File: src/rtl/fact_bus_if_if.sv
// fact_bus_if_if: processor data-memory bus bundle (we, a, wd in; rd out) with master/slave modports
interface fact_bus_if_if;
    logic        we;
    logic [1:0]  a;
    logic [31:0] wd;
    logic [31:0] rd;
    modport master (output we, a, wd, input rd);
    modport slave  (input we, a, wd, output rd);
endinterface

File: src/rtl/fact_bus_if.sv
// fact_bus_if: memory-mapped bridge from the processor bus to the factorial core, with watchdog
//   clk, rst (sync, active-high); bus (slave: we, a, wd -> rd)
//   fact_n, fact_go -> core; fact_done, fact_result <- core
//   irq: registered copy of done, only when FACT_IRQ_EN is defined (also enables STATUS write-to-clear)
module fact_bus_if #(
    parameter int TIMEOUT = 255
) (
    input  logic            clk,
    input  logic            rst,
    fact_bus_if_if.slave    bus,
    output logic [3:0]      fact_n,
    output logic            fact_go,
    input  logic            fact_done,
    input  logic [31:0]     fact_result
`ifdef FACT_IRQ_EN
    ,
    output logic            irq
`endif
);
    typedef enum logic [1:0] {IDLE, START, WAIT, DONE} state_t;
    localparam logic [7:0] TLIM = 8'(TIMEOUT - 1);
    state_t      state, state_nx;
    logic [3:0]  n, n_nx;
    logic [31:0] result, result_nx;
    logic        done, done_nx, err, err_nx;
    logic [7:0]  wdog, wdog_nx;
    logic        busy, go_wr;
    wire unused_ok = ^bus.wd[31:4];
    assign busy    = state == START || state == WAIT;
    assign go_wr   = bus.we && bus.a == 2'd1 && bus.wd[0];
    assign fact_go = state == START;
    assign fact_n  = n;
    assign bus.rd  = bus.a == 2'd0 ? {28'd0, n} :
                     bus.a == 2'd2 ? {29'd0, busy, err, done} :
                     bus.a == 2'd3 ? result : 32'd0;
    always_comb begin
        state_nx  = state;
        n_nx      = n;
        result_nx = result;
        done_nx   = done;
        err_nx    = err;
        wdog_nx   = wdog;
        case (state)
            IDLE, DONE: begin
                if (bus.we && bus.a == 2'd0) n_nx = bus.wd[3:0];
`ifdef FACT_IRQ_EN
                if (bus.we && bus.a == 2'd2 && bus.wd[0]) done_nx = 1'b0;
`endif
                // 13! no longer fits in 32 bits, so reject without starting the core
                if (go_wr && n > 4'd12) begin
                    err_nx    = 1'b1;
                    done_nx   = 1'b1;
                    result_nx = 32'd0;
                    state_nx  = DONE;
                end else if (go_wr) begin
                    err_nx   = 1'b0;
                    done_nx  = 1'b0;
                    state_nx = START;
                end
            end
            START: begin
                wdog_nx  = 8'd0;
                state_nx = WAIT;
            end
            WAIT: begin
                wdog_nx = wdog == 8'hff ? wdog : wdog + 8'd1;
                // a core response wins over a watchdog expiry in the same cycle
                if (fact_done) begin
                    result_nx = fact_result;
                    done_nx   = 1'b1;
                    state_nx  = DONE;
                end else if (wdog >= TLIM) begin
                    err_nx    = 1'b1;
                    done_nx   = 1'b1;
                    result_nx = 32'd0;
                    state_nx  = DONE;
                end
            end
            default: state_nx = IDLE;
        endcase
    end
    always_ff @(posedge clk) begin
        if (rst) begin
            state  <= IDLE;
            n      <= 4'd0;
            result <= 32'd0;
            done   <= 1'b0;
            err    <= 1'b0;
            wdog   <= 8'd0;
        end else begin
            state  <= state_nx;
            n      <= n_nx;
            result <= result_nx;
            done   <= done_nx;
            err    <= err_nx;
            wdog   <= wdog_nx;
        end
    end
`ifdef FACT_IRQ_EN
    always_ff @(posedge clk) irq <= rst ? 1'b0 : done;
`endif
endmodule

File: src/flat_wrapper.sv
// flat-port wrapper written by rule: the top's interface ports become plain ports
module fact_bus_if_flat 
#(
    parameter int TIMEOUT = 255
)
  (clk, rst, fact_n, fact_go, fact_done, fact_result, bus_we, bus_a, bus_wd, bus_rd);
  fact_bus_if_if bus_i ();
  input  logic clk;
  input  logic rst;
  output logic [3:0] fact_n;
  output logic fact_go;
  input  logic fact_done;
  input  logic [31:0] fact_result;
  input wire logic [$bits(bus_i.we)-1:0] bus_we;
  input wire logic [$bits(bus_i.a)-1:0] bus_a;
  input wire logic [$bits(bus_i.wd)-1:0] bus_wd;
  output wire logic [$bits(bus_i.rd)-1:0] bus_rd;
  assign bus_i.we = bus_we;
  assign bus_i.a = bus_a;
  assign bus_i.wd = bus_wd;
  assign bus_rd = bus_i.rd;
  fact_bus_if #(.TIMEOUT(TIMEOUT)) u_core (.clk(clk), .rst(rst), .bus(bus_i), .fact_n(fact_n), .fact_go(fact_go), .fact_done(fact_done), .fact_result(fact_result));
endmodule
File: config.mk
export PLATFORM = sky130hd
export DESIGN_NAME = fact_bus_if_flat
export DESIGN_NICKNAME = d
export VERILOG_FILES = /design/src/rtl/fact_bus_if_if.sv /design/src/rtl/fact_bus_if.sv /design/src/flat_wrapper.sv
export SDC_FILE = /design/constraint.sdc
export NUM_CORES = 1
export LEC_CHECK = 0
export ABC_AREA = 1
export CORE_UTILIZATION = 30
export CTS_CLUSTER_DIAMETER = 80
export DETAILED_ROUTE_END_ITERATION = 6
export MAX_ROUTING_LAYER = met4
export PLACE_DENSITY_LB_ADDON = 0.25
export SLEW_MARGIN = 20
export SYNTH_ARGS = -nofsm -noshare
export SYNTH_HDL_FRONTEND = slang
export SYNTH_SLANG_ARGS = --single-unit
File: constraint.sdc
create_clock -name clk -period 2.3 [get_ports clk]
set_input_delay 0.69 -clock clk [delete_from_list [all_inputs] [get_ports clk]]
set_output_delay 0.69 -clock clk [all_outputs]
set_load 0.05 [all_outputs]
Word-level counts from Yosys, hierarchy flattened
Cells that the tools add are included.
{ "word_totals": {"input_bits": 70, "reg_bits": 48, "out_inout_bits": 37} }
{ "classes": {"magnitude_cmp": 2, "reduce_logical": 16, "addsub": 1, "n_mux": 21, "n_eq_ne": 13} }
{ "op_table": {"columns": ["operator", "count"], "rows": [
  ["2-to-1 mux 32 bit", 6],
  ["one-hot mux 32 bit (2 select lines)", 1],
  ["one-hot mux 8 bit (2 select lines)", 1],
  ["adder 8 x 1 -> 8 bit (second input constant)", 1],
  ["equality test 2 bit (second input constant)", 4],
  ["equality test 8 bit (second input constant)", 1],
  ["greater-or-equal comparator 8 bit (second input constant)", 1],
  ["2-to-1 mux 2 bit", 4],
  ["2-to-1 mux 8 bit", 1],
  ["inequality test 2 bit (second input constant)", 3],
  ["one-hot mux 2 bit (3 select lines)", 1],
  ["AND reduction 2 bit", 3],
  ["AND reduction 3 bit", 2],
  ["2-to-1 mux 1 bit", 5],
  ["equality test 2 x 1 -> 1 bit (second input constant)", 2],
  ["> comparator 4 bit (second input constant)", 1],
  ["logical AND 1 bit", 4],
  ["logical NOT 2 bit", 2],
  ["one-hot mux 1 bit (2 select lines)", 2],
  ["AND reduction 4 bit", 1],
  ["nonzero test 2 bit", 2],
  ["inequality test 3 x 1 -> 1 bit (second input constant)", 1],
  ["inequality test 3 bit (second input constant)", 1],
  ["inequality test 2 x 1 -> 1 bit (second input constant)", 1],
  ["2 further kinds", 2]
]} }

Depth between registers and ports, before layout
Gate-level depths: netlist (run 1).
{ "depth": {"depth_word": 6, "ltp_mapped": 11, "ltp_nobuf": 10} }

Worst setup path after synthesis (run 1)
No wires, ideal clock.
{ "synth_path": {"path_type": "input to output", "from": "input bus_a[1]", "to": "output bus_rd[3]", "stages": 2, "slack_ns": -0.267, "path_buffers": 0, "required_time_ns": 1.610, "t_arrival_ns": 1.877, "cell_sequence": "nand2_1 -> o21ai_0"} }
{ "synth_via": {"elab_chain_len": 4, "word_cells_on_any_way": 6} }
{ "synth_lines": {"columns": ["item", "line", "rtl"], "rows": [
  ["start, declared", "flat_wrapper.sv:15", "input wire logic [$bits(bus_i.a)-1:0] bus_a;"],
  ["equality test 2 bit", "fact_bus_if.sv:35", "bus.a == 2'd3 ? result : 32'd0;"],
  ["2-to-1 mux 32 bit", "fact_bus_if.sv:35", null],
  ["2-to-1 mux 32 bit", "fact_bus_if.sv:34", "bus.a == 2'd2 ? {29'd0, busy, err, done} :"],
  ["2-to-1 mux 32 bit (*)", "fact_bus_if.sv:33", "assign bus.rd = bus.a == 2'd0 ? {28'd0, n} :"],
  ["end, declared", "flat_wrapper.sv:17", "output wire logic [$bits(bus_i.rd)-1:0] bus_rd;"]
]} }
Mark *: on every way between the ends. The rest lies on a longest branch, timed or not.

Final worst setup path (run 1)
{ "layout_path": {"from": "register u_core.n[2], in the netlist u_core.fact_n[2]", "to": "output fact_n[2]"} }
{ "layout_rtl": {"columns": ["item", "line", "rtl"], "rows": [
  ["start, declared", "fact_bus_if.sv:23", "logic [3:0] n, n_nx;"],
  ["start signal, assigned", "fact_bus_if.sv:92", "n <= n_nx;"],
  ["end, declared", "flat_wrapper.sv:10", "output logic [3:0] fact_n;"]
]} }
No word-level cell between the ends.

==> summary.md, run 1 <==
| Metric | Value |
|---|---|
| Num CTS Buffers | 5 |
| Yosys cell types | 24 |
| Clock Pin Slew Worst Setup and Hold Paths | 80 ps |
| Sequential-to-total area share from yosys stat | 34.7% |
| Xor and xnor fraction of the mapped netlist area | 0% |
| Design area | 4200 um2 |
| CTS sink count | 48 |
| Vias per std cell | 4.57 |
| Worst path required time | 1610 ps |
| Commonest non-fill, non-tap cells in the layout | 132 x nand2_1, 94 x nor2_1, 82 x inv_1 |
| Setup CP Type | reg -> out |
| Max-cap violations | 0 |
| Leakage dissipation | 1.91 nW |
| Vias in the first global route | 2697 |
| Critical path's slowest cell | clkdlybuf4s50_1 |
| CP max FO | 4 |
| Routed WL per cell | 11.3 um |
| Seq cells post-synth | 48 |
| Synth Area in Compound Gates | 4.42% |
| Number of synthesized flops with an enable pin | 0 |
| Adder-cell share of the synthesized area | 2.26% |
| Drt total wl | 7350 um |
| Layout cell share with drive strength beyond 1 | 13.3% |
| Critical path buffers and inverters | 1 |
| Crit path capture type | output pin |
| Initial Utilization | 31.3% |
| Port bufs | 78 |
| Row cnt | 34 |
| DR WL met2 | 3460 um |
| Top sig layer | met4 |
| Hold bufs inserted after CTS | 0 |
| Worst Hold Depth | 1 |
| Final hold viol count | 0 |
| Peak supply drop | 0.000497 V |
| RSZ-0062 raised after global routing | yes |
| Hold Crit Start | u_core.wdog[0] |
| Syn_nets | 536 |
| Failing checks | DRC |
| Multiplexer share of the synthesized area | 0% |
| 1st-pass router iterations | 7 |
| # DRC | 5 |
| Post-CTS Setup Bufs | 0 |
| Post-Route M1 WL | 3470 um |
| Hold worst-path end | u_core.wdog[0] |
| Met3 routed WL | 347 um |
| R2r startpoint | u_core.wdog[1] |
| Post-route minimum period | 2230 ps |
| Relative slew slack | 66.9% |
| CTS max path bufs | 2 |
| Slew of the pin with the lowest slew margin | 494 ps |
| Die height | 98.1 um |
| Final setup margin | 71.6 ps |
| Post-DRT Antenna Nets | 0 |
| Total Power | 4.10 mW |
| CTS tree | built |
| Core Footprint | 8850 um2 |
| Syn Std Cell Area | 2770 um2 |
| Largest family of logic cells by synthesized area | simple AND/OR/NAND/NOR gates |
| Root cell of the clock tree | clkbuf_8 |
| Initial antenna violation count | 0 |
| Reg2reg path depth | 10 |
| Commonest non-fill, non-tap cell in the layout | nand2_1 |
| DR iter-0 viols | 109 |
| Outcome | finished, violations left |
| Peak Freq | 449 MHz |
| Nets | 615 |
| Post-synthesis cell count | 461 |
| Die Span X | 98.1 um |
| Largest net degree at the start of global routing | 31 |
| DPL Wire Length | 5280 um |
| DIE AREA | 9630 um2 |
| Syn_area_per_cell | 6.01 um2 |
| Worst R2R End | u_core.wdog[7] |
| Critical path's largest stage delay | 830 ps |
| HP Class | reg -> reg |
| Post-route clock skew | 8.87 ps |
| Main synth FF type | dfxtp_1 |
| Area after DPL | 4070 um2 |
| Yosys warns | 0 |
| # setup viols final | 0 |
| Clock Latency Late Sink | 300 ps |
| Max-slew violations | 0 |
| Synth Area in Simple Gates | 42.0% |
| Crit-path cells | clkdlybuf4s50_1 |
| Via count | 2967 |
| H-tree Lvls | 2 |
| Place WS | -404 ps |
| # diodes | 0 |
| First-pass GRT wire length | 12300 um |
| Asr flop ratio synth | 0% |
| Final period util | 96.9% |
| Synthesis-to-layout area growth | 51.4% |
| CP arrival | 1540 ps |
| Grt ovf | 0 |
| RD Place Congestion | 0.825 |
| IO Count | 107 |
| Register-to-register setup slack | 460 ps |
| Power density cells | 976 nW/um2 |
| Cell family with most CP delay | buffers and inverters |
| Total GRT Usage | 15.9% |
| TNS Setup | 0 ps |
| Worst setup SP type | register |
[stage by stage]
step	std cells	hold WS [ps]	utilization, %
floorplan	461	431	-
global placement	641	448	46.0
detailed placement	641	453	46.0
CTS	649	466	47.3
global route	649	483	47.4
finish	649	464	47.4
[report_power, final]
group / total, mW / switching (mW) / internal, mW
sequential: 1.09 / 0.0701 / 1.02
clock: 0.612 / 0.289 / 0.323
combinational: 2.39 / 1.42 / 0.968
total: 4.10 / 1.78 / 2.32
[cell families after synthesis]
logic type	after synthesis
DFF	48
buffers and inverters	108
and+or+nand+nor	278
adders and majority gates	5
AOI/OAI and AO/OA	22
[worst max-delay path by stage]
stage                                 from          to  slack [ps]  cells after the start
after floorplan                   bus_a[1]   bus_rd[1]         -70                      3
after global placement            bus_a[0]  bus_rd[18]        -410                      5
after detailed placement          bus_a[0]  bus_rd[18]        -400                      5
after CTS                  u_core.state[0]   bus_rd[2]         -20                      6
after global routing       u_core.state[0]   bus_rd[2]         -30                      6
final                     u_core.fact_n[2]   fact_n[2]          70                      1
[sequential cells by signal, summed over array words and instances, names as in the netlist]
register / cells
u_core.fact_n: 4
u_core.wdog: 8
u_core.err: 1
u_core.state: 2
u_core.done: 1
u_core.result: 32
[cell type report]
class,instances,area (um2)
Sequential cell,48,962
Multi-Input combinational cell,305,1390
Clock inverter,2,35.0
Fill cell,907,4650
Clock buffer,6,72.6
Tap cell,108,135
Inverter,84,315
Timing Repair Buffer,96,1290
[synth_stat cells (5+ instances only)]
library cell | number | share of area, %
nor2_1 | 97 | 13
buf_6 | 5 | 2.0
dfxtp_1 | 48 | 35
clkbuf_1 | 6 | 0.81
o21ai_0 | 7 | 1.3
ha_1 | 5 | 2.3
nand4_1 | 30 | 6.8
nand3_1 | 12 | 2.2
inv_1 | 82 | 11
nand2_1 | 133 | 18
a21oi_1 | 10 | 1.8
buf_2 | 7 | 1.3
[timing repair]
item | CTS | global route
pin swaps | 0 | 2
gates resized for setup | 8 | 8
cloned | 0 | 0
setup endpoints to repair | 32 | 21
[metal layers]
metal	up-vias	global-route usage (%)
met5	-	-
met3	6	1.93
met1	1339	20.3
li1	1547	-
met2	75	26.6
met4	0	3.79
Note: power is estimated with default switching activity, not from simulation.
==> inputs of run 2 (changes only) <==
--- a/config.mk
+++ b/config.mk
@@ -6,6 +6,7 @@
 export NUM_CORES = 1
 export LEC_CHECK = 0
 export ABC_AREA = 1
+export CORE_ASPECT_RATIO = 1.2
 export CORE_UTILIZATION = 30
 export CTS_CLUSTER_DIAMETER = 80
 export DETAILED_ROUTE_END_ITERATION = 6
==> run 2 against run 1 <==
The run now ends clean. Power is 0.14% lower. Clock skew increased by 1.1 ps. First-iteration DRC count down 2.8%. Largest power group unchanged. Highest routed layer unchanged.
==> summary.md, run 2 (same netlist as run 1, synthesis figures left out) <==
| Metric | Value |
|---|---|
| Outcome | finished clean |
| Max-cap violations | 0 |
| Final hold viol count | 0 |
| Fillers | 896 |
| Clock Latency Late Sink | 290 ps |
| Clock Pin Slew Worst Setup and Hold Paths | 80 ps |
| H-tree Lvls | 2 |
| DIE AREA | 9630 um2 |
| Non-Filler Instances | 664 |
| Initial Utilization | 30.9% |
| CTS sink count | 48 |
| Commonest non-fill, non-tap cells in the layout | 132 x nand2_1, 93 x nor2_1, 80 x inv_1 |
| Largest net degree at the start of global routing | 36 |
| Die height | 107 um |
| CTS tree | built |
| Hold bufs inserted after CTS | 0 |
| Routed WL per cell | 10.8 um |
| Peak supply drop | 0.000389 V |
| Grt ovf | 0 |
| CP arrival | 1530 ps |
| DPL Wire Length | 5410 um |
| Crit-path cells | buf_2 > nand2_8 > buf_12 > nor2_1 > buf_12 |
| Top reg by flops | u_core.result |
| Total GRT Usage | 16.2% |
| Fin Hold WS | 473 ps |
| Area after DPL | 4110 um2 |
| Critical path's slowest cell | nor2_1 |
| Layout cell share with drive strength beyond 1 | 14.3% |
| Power density cells | 965 nW/um2 |
| Num CTS Buffers | 5 |
| Worst path required time | 1610 ps |
| Critical path's largest stage delay | 200 ps |
| Core Footprint | 8990 um2 |
| Worst setup SP type | primary input |
| # diodes | 0 |
| # setup viols final | 0 |
| Die Span X | 89.8 um |
| Final period util | 96.6% |
| Most frequent cell on the critical path | buf_12 |
| Post-route minimum period | 2220 ps |
| CTS max path bufs | 2 |
| Root cell of the clock tree | clkbuf_8 |
| Max reg flops | 32 |
| Place WS | -405 ps |
| Post-route clock skew | 9.99 ps |
| CP max FO | 20 |
| Synthesis-to-layout area growth | 53.0% |
| Nets | 618 |
| First-pass GRT wire length | 12400 um |
| Placed cell count | 656 |
| Initial antenna violation count | 0 |
| Design area | 4240 um2 |
| # DRC | 0 |
| Slew of the pin with the lowest slew margin | 517 ps |
| Via count | 2913 |
| RD Place Congestion | 0.814 |
| RSZ-0062 raised after global routing | no |
| Port bufs | 78 |
| Max-slew violations | 0 |
| Vias in the first global route | 2870 |
| Final setup margin | 78.7 ps |
| HP Class | reg -> reg |
| Row cnt | 38 |
| Setup CP Type | in -> out |
| DR iter-0 viols | 106 |
| Commonest non-fill, non-tap cell in the layout | nand2_1 |
| Peak Freq | 450 MHz |
| IO Count | 107 |
| Cell family with most CP delay | buffers and inverters |
| Vias per std cell | 4.39 |
| Relative slew slack | 65.4% |
| Crit path capture type | output pin |
| Drt total wl | 7200 um |
| Total Power | 4.09 mW |
| Post-DRT Antenna Nets | 0 |
| Leakage dissipation | 1.93 nW |
| 1st-pass router iterations | 4 |
| Critical path buffers and inverters | 3 |
-- run 2: worst register-to-register path: stages (launching register included) --
cell and delay [ps]:
dfxtp_1 420, ha_1 260, inv_1 80, nor2_1 190, nand2_1 80, nand2_1 80, nand2_1 220, inv_1 170
nor2_1 60, nor2_1 80, nor2_1 50
-- run 2: area by class of cell --
type                       count  area (um2)  area share, %
multi-input combinational    305        1390           32.8
tap                          120         150           3.54
inverter                      84         315           7.43
sequential                    48         962           22.7
clock inverter                 2        35.0          0.826
timing repair buffer          99        1310           31.0
clock buffer                   6        72.6           1.71
-- run 2: final timing paths --
path	from	end	slack, ps	cells past startpoint
hold reg to reg	u_core.err	u_core.err	470	2
setup reg to reg	u_core.wdog[1]	u_core.wdog[7]	520	10
setup / recovery	bus_a[0]	bus_rd[14]	80	5
hold / removal	u_core.err	u_core.err	470	2
-- run 2: stage by stage --
stage	TNS, ps	util [%]
2_1_floorplan	-125	-
3_3_place_gp	-13720	45.7
3_5_place_dp	-14200	45.7
4_1_cts	-25.0	47.0
5_1_grt	0	47.2
6_report	0	47.2
-- run 2: metal layers --
metal,global-route usage (%),part of all wire (%),routed length [um]
met1,17.3,43,3080
met2,31.3,53,3820
met3,2.54,3.7,263
met4,3.51,0.47,34
met5,-,0,0
-- run 2: power breakdown --
| part | switching [mW] | internal, mW | total (mW) | leakage [nW] |
|---|---|---|---|---|
| Clock | 0.276 | 0.323 | 0.599 | 0.0552 |
| Combinational | 1.40 | 0.996 | 2.40 | 1.48 |
| Sequential | 0.0708 | 1.02 | 1.09 | 0.394 |
| Total | 1.75 | 2.34 | 4.09 | 1.93 |
-- run 2: timing repair --
item / in CTS / in global routing
buffers inserted: 0 / 0
setup endpoints to repair: 32 / 28
gates resized for setup: 9 / 12
gates cloned: 0 / 0
pin swaps: 0 / 2
